**config.mk**
```make
export PLATFORM = sky130hd
export DESIGN_NAME = codemem_load_ctrl
export DESIGN_NICKNAME = d
export VERILOG_FILES = /design/src/rtl/codemem_load_ctrl_pkg.sv /design/src/rtl/codemem_load_sum.sv /design/src/rtl/codemem_load_ctrl.sv
export SDC_FILE = /design/constraint.sdc
export NUM_CORES = 1
export LEC_CHECK = 0
export BUFFER_PORTS_ARGS = -buffer_cell sky130_fd_sc_hd__buf_2
export CAP_MARGIN = 20
export CELL_PAD_IN_SITES_DETAIL_PLACEMENT = 1
export CELL_PAD_IN_SITES_GLOBAL_PLACEMENT = 1
export CORE_UTILIZATION = 32
export DETAILED_ROUTE_END_ITERATION = 16
export GPL_TIMING_DRIVEN = 0
export PLACE_DENSITY_LB_ADDON = 0.1
export SYNTH_ARGS = -nofsm -noshare
export SYNTH_HDL_FRONTEND = slang
export SYNTH_SLANG_ARGS = --single-unit
```
**constraint.sdc**
```tcl
create_clock -name clock -period 1.48 [get_ports clock]
set_input_delay 0.296 -clock clock [delete_from_list [all_inputs] [get_ports clock]]
set_output_delay 0.296 -clock clock [all_outputs]
set_load 0.01 [all_outputs]
```
**src/rtl/codemem_load_ctrl_pkg.sv**
```systemverilog
// Shared constants for the code-memory loader: memory geometry, state encoding, address helper.
// ST_CHECK exists only when CODEMEM_LOAD_CHECKSUM_EN is defined.
package codemem_load_ctrl_pkg;

    localparam int CODE_WORDS = 64;
    localparam int ADDR_W     = 6;
    localparam int DATA_W     = 16;

    localparam logic [1:0] ST_IDLE  = 2'd0;
    localparam logic [1:0] ST_LOAD  = 2'd1;
`ifdef CODEMEM_LOAD_CHECKSUM_EN
    localparam logic [1:0] ST_CHECK = 2'd2;
`endif
    localparam logic [1:0] ST_DONE  = 2'd3;

    // Address arithmetic wraps within the code memory, matching the 6-bit write port.
    function automatic logic [ADDR_W-1:0] word_addr(input int base, input logic [ADDR_W-1:0] offset);
        return ADDR_W'(base) + offset;
    endfunction

endpackage

```
**src/rtl/codemem_load_sum.sv**
```systemverilog
// Modulo-2^16 running sum of the data words accepted in a load session.
// Compiled only with CODEMEM_LOAD_CHECKSUM_EN defined.
`ifdef CODEMEM_LOAD_CHECKSUM_EN
module codemem_load_sum
    import codemem_load_ctrl_pkg::*;
(
    input  logic              clock,
    input  logic              reset,
    input  logic              clear,
    input  logic              add_en,
    input  logic [DATA_W-1:0] add_data,
    output logic [DATA_W-1:0] sum
);

    logic [DATA_W-1:0] sum_q;
    logic [DATA_W-1:0] sum_d;

    always_comb begin
        sum_d = sum_q;
        if (clear) begin
            sum_d = '0;
        end else if (add_en) begin
            sum_d = sum_q + add_data;
        end
    end

    always_ff @(posedge clock) begin
        if (reset) begin
            sum_q <= '0;
        end else begin
            sum_q <= sum_d;
        end
    end

    assign sum = sum_q;

endmodule
`endif

```
**src/rtl/codemem_load_ctrl.sv**
```systemverilog
// Streams instruction words into code memory while holding the CPU off.
// CODEMEM_LOAD_CHECKSUM_EN adds a trailing checksum word verified in the CHECK state.
module codemem_load_ctrl
    import codemem_load_ctrl_pkg::*;
#(
    parameter int BASE_ADDR = 32,
    parameter int MAX_WORDS = 32
) (
    input  logic              clock,
    input  logic              reset,
    input  logic              load_start,
    input  logic              load_valid,
    input  logic [DATA_W-1:0] load_data,
    input  logic              load_last,
    output logic              load_ready,
    output logic              mem_we,
    output logic [ADDR_W-1:0] mem_waddr,
    output logic [DATA_W-1:0] mem_wdata,
    output logic              cpu_run,
    output logic              busy,
    output logic [ADDR_W-1:0] load_count,
    output logic              error
);

    // A misconfigured region is clamped so the loader never wraps past the top of memory.
    localparam int MAX_EFF = (BASE_ADDR + MAX_WORDS > CODE_WORDS) ? (CODE_WORDS - BASE_ADDR) : MAX_WORDS;
    localparam logic [ADDR_W:0]   MAX_LIM = (ADDR_W+1)'(MAX_EFF);
    localparam logic [ADDR_W-1:0] MAX_M1  = ADDR_W'(MAX_EFF - 1);

    logic [1:0]        state_q, state_d;
    logic [ADDR_W-1:0] count_q, count_d;
    logic              error_q, error_d;
    logic              we_q, we_d;
    logic [ADDR_W-1:0] waddr_q, waddr_d;
    logic [DATA_W-1:0] wdata_q, wdata_d;
    logic              ready;
    logic              xfer;
    logic              data_xfer;

`ifdef CODEMEM_LOAD_CHECKSUM_EN
    logic [DATA_W-1:0] sum;

    codemem_load_sum u_sum (
        .clock    (clock),
        .reset    (reset),
        .clear    (state_q == ST_IDLE && load_start),
        .add_en   (data_xfer),
        .add_data (load_data),
        .sum      (sum)
    );

    assign ready = (state_q == ST_LOAD && {1'b0, count_q} < MAX_LIM) || (state_q == ST_CHECK);
`else
    assign ready = (state_q == ST_LOAD && {1'b0, count_q} < MAX_LIM);
`endif

    assign xfer      = load_valid && ready;
    assign data_xfer = xfer && (state_q == ST_LOAD);

    always_comb begin
        state_d = state_q;
        count_d = count_q;
        error_d = error_q;
        we_d    = 1'b0;
        waddr_d = waddr_q;
        wdata_d = wdata_q;
        case (state_q)
            ST_IDLE: begin
                if (load_start) begin
                    state_d = ST_LOAD;
                    count_d = '0;
                    error_d = 1'b0;
                end
            end
            ST_LOAD: begin
                if (data_xfer) begin
                    we_d    = 1'b1;
                    waddr_d = word_addr(BASE_ADDR, count_q);
                    wdata_d = load_data;
                    count_d = count_q + 1'b1;
                    if (load_last) begin
`ifdef CODEMEM_LOAD_CHECKSUM_EN
                        state_d = ST_CHECK;
`else
                        state_d = ST_DONE;
`endif
                    end else if (count_q == MAX_M1) begin
                        error_d = 1'b1;
                        state_d = ST_DONE;
                    end
                end
            end
`ifdef CODEMEM_LOAD_CHECKSUM_EN
            ST_CHECK: begin
                if (xfer) begin
                    if (load_data != sum) begin
                        error_d = 1'b1;
                    end
                    state_d = ST_DONE;
                end
            end
`endif
            ST_DONE: begin
                state_d = ST_IDLE;
            end
            default: begin
                state_d = ST_IDLE;
            end
        endcase
    end

    always_ff @(posedge clock) begin
        if (reset) begin
            state_q <= ST_IDLE;
            count_q <= '0;
            error_q <= 1'b0;
            we_q    <= 1'b0;
            waddr_q <= '0;
            wdata_q <= '0;
        end else begin
            state_q <= state_d;
            count_q <= count_d;
            error_q <= error_d;
            we_q    <= we_d;
            waddr_q <= waddr_d;
            wdata_q <= wdata_d;
        end
    end

    // Gating with reset drops a pending write in the very cycle reset arrives.
    assign mem_we     = we_q && !reset;
    assign mem_waddr  = waddr_q;
    assign mem_wdata  = wdata_q;
    assign load_ready = ready;
    assign cpu_run    = (state_q == ST_IDLE);
    assign busy       = (state_q != ST_IDLE);
    assign load_count = count_q;
    assign error      = error_q;

endmodule

```
==> impl_metrics.env <==
export IMPL_outcome="completed"
export IMPL_dp_slack_ps=115
export IMPL_ys_ff_latch=32
export IMPL_grt_pass1_wl_um=5270
export IMPL_syn_avg_cell_area_um2=8.54
export IMPL_max_freq_mhz=688
export IMPL_ys_flop_type="dfxtp_1"
export IMPL_cts_sinks=32
export IMPL_syn_area_mm2=0.00123
export IMPL_path_buf_inv=1
export IMPL_start_util_pct=33.6
export IMPL_cpPeakStageDelay_ps=370
export IMPL_top_usage_layer="met2"
export IMPL_endpoint_kind="primary output"
export IMPL_power_density_mw_per_mm2=1060
export IMPL_layout_min_cycle_time_ps=1450
export IMPL_clock_latency_ps=270
export IMPL_syn2layout_area_growth_pct=34.7
export IMPL_crit_fanout=6
export IMPL_viasPerCell=4.76
export IMPL_drcViolationCount=0
export IMPL_antenna_cells=0
export IMPL_path_clk_slew_ps=60
export IMPL_ir_drop_v=0.000588
export IMPL_required_ps=1180
export IMPL_drive_gt1_share_pct=35.1
export IMPL_met3_usage_pct=6.43
export IMPL_gr_usage_met2_pct=29.8
export IMPL_htreeDepth=2
export IMPL_fin_crit_sh_pct=98.2
export IMPL_postCtsSetupBuffers=0
export IMPL_syn_nets=166
export IMPL_grt_overflow=0
export IMPL_coreArea_mm2=0.00366
export IMPL_cp_slowest_cell="dfxtp_4"
export IMPL_io_pins=54
export IMPL_rows=22
export IMPL_syn_instance_count=144
export IMPL_die_w_um=64.0
export IMPL_dp_hpwl_um=2390
export IMPL_drt_iter0_markers=47
export IMPL_path_class="reg2out"
export IMPL_critPathTopFamily="flip-flops"
export IMPL_critPathLaunchType="register"
export IMPL_clock_root_buffer="clkbuf_8"
export IMPL_yosysWarningCount=0
export IMPL_synth_edf_count=0
export IMPL_vias=1205
export IMPL_die_area_mm2=0.00410
export IMPL_max_cap_violations=0
export IMPL_port_buffers=53
export IMPL_ctsResizeCount=1
export IMPL_drtPass1Iterations=4
export IMPL_arrival_ps=1160
export IMPL_power_leakage_uw=0.000733
export IMPL_cts_buffer_depth=2
export IMPL_use_met1_pct=18.9
export IMPL_drt_wl_total_um=3140
export IMPL_ys_seq_area_share_pct=52.1
export IMPL_detail_route_antenna_nets=0
export IMPL_finClkSkew_ps=4.85
export IMPL_grt_pass1_vias=1167
export IMPL_die_h_um=64.0
export IMPL_layout_setup_ws_ps=26.2
export IMPL_fin_nets=226
export IMPL_postLayoutCoreUtil_pct=45.2
export IMPL_cp_cell_sequence="and2b_2 > nor2b_1 > buf_2"
export IMPL_rsz0062_at_grt="true"
export IMPL_hold_viol=0
export IMPL_gp_congestion=0.776
export IMPL_slew_headroom_pct=65.2
export IMPL_tightest_slew_ps=522
export IMPL_ys_types=26
export IMPL_finalSetupViolations=0
export IMPL_cts_tree="built"
export IMPL_cts_made_buffers=5
export IMPL_drv_slew=0
export IMPL_hold_class="in2reg"
export IMPL_synthArstFlopShare_pct=0
export IMPL_wl_per_cell_um=12.4
export IMPL_grt_start_max_net_pins=11
export IMPL_track_usage_pct=16.9
export IMPL_antenna_found_initial=0
export IMPL_cts_hold_buffers_added=0
stage by stage:
step	hold slack [ps]	TNS, ps	area, um^2	cells	power, uW
after floorplan	380	0	1230	144	1020
after global placement	439	0	1560	245	1100
after detailed placement	449	0	1560	245	1110
after CTS	238	0	1650	253	1790
after global routing	249	-28.9	1660	253	1850
final	244	0	1660	253	1750
per-layer routing:
metal | vias to the layer above | routed length (um) | part of all wire, %
li1 | 602 | - | -
met2 | 30 | 1650 | 52
met1 | 573 | 1290 | 41
met5 | - | 0 | 0
met4 | 0 | 0 | 0
met3 | 0 | 198 | 6.3
path summary, 6_finish.rpt:
check,start,endpoint,slack (ps),depth (start not counted)
setup reg to reg,state_q[1],load_count[2],170,3
hold reg to reg,mem_wdata[4],mem_wdata[4],450,2
hold / removal,load_last,state_q[1],240,2
setup / recovery,state_q[1],load_ready,30,3
logic make-up after synthesis:
kind of cell | Yosys count | synth area share, %
and+or+nand+nor | 68 | 24.7
AOI/OAI and AO/OA | 33 | 17.3
DFF | 32 | 52.1
buffers and inverters | 10 | 4.88
adders and majority gates | 1 | 1.02
cell usage in the layout (no fill, tap or decap), types with 2 or more instances in the layout:
master	instances
nand2b_1	2
buf_6	2
nand3_1	2
nand4_1	2
dfxtp_1	30
a311oi_1	2
o21a_1	2
buf_2	55
nor2_1	7
a21oi_1	26
clkbuf_1	5
clkbuf_8	6
nand2_1	46
nor2b_1	2
worst register-to-register path, cell delays in order, from the launching register on:
cell	delay, ps
dfxtp_4	360
or3b_2	510
nand2_1	180
a311oi_1	120
Yosys cell counts (2+ instances only):
library cell / number / area share [%]
nand2_1: 46 / 14
dfxtp_1: 32 / 52
a21oi_1: 26 / 11
nor2_1: 7 / 2.1
buf_2: 3 / 1.2
clkbuf_1: 3 / 0.92
a311oi_1: 2 / 1.4
buf_6: 2 / 1.8
nand2b_1: 2 / 1.0
nand3_1: 2 / 0.81
nand4_1: 2 / 1.0
nor2b_1: 2 / 1.0
o21a_1: 2 / 1.2
registers in the layout (all words and copies together) (netlist names):
signal / cells
we_q: 1
state_q: 2
mem_wdata: 16
load_count: 6
mem_waddr: 6
error: 1
report_power, final:
group	switching (uW)	internal [uW]	total (uW)	leakage, uW
clock	290	379	668	0.0000455
sequential	16.2	887	904	0.000261
combinational	104	77.7	181	0.000427
area by class of cell:
cell class | instances | area, um^2
Inverter | 1 | 3.75
Multi-Input combinational cell | 102 | 533
Clock buffer | 8 | 90.1
Sequential cell | 32 | 646
Buffer | 9 | 58.8
Tap cell | 48 | 60.1
Fill cell | 459 | 2000
Timing Repair Buffer | 53 | 265
Power figures use the tool's default switching activity.
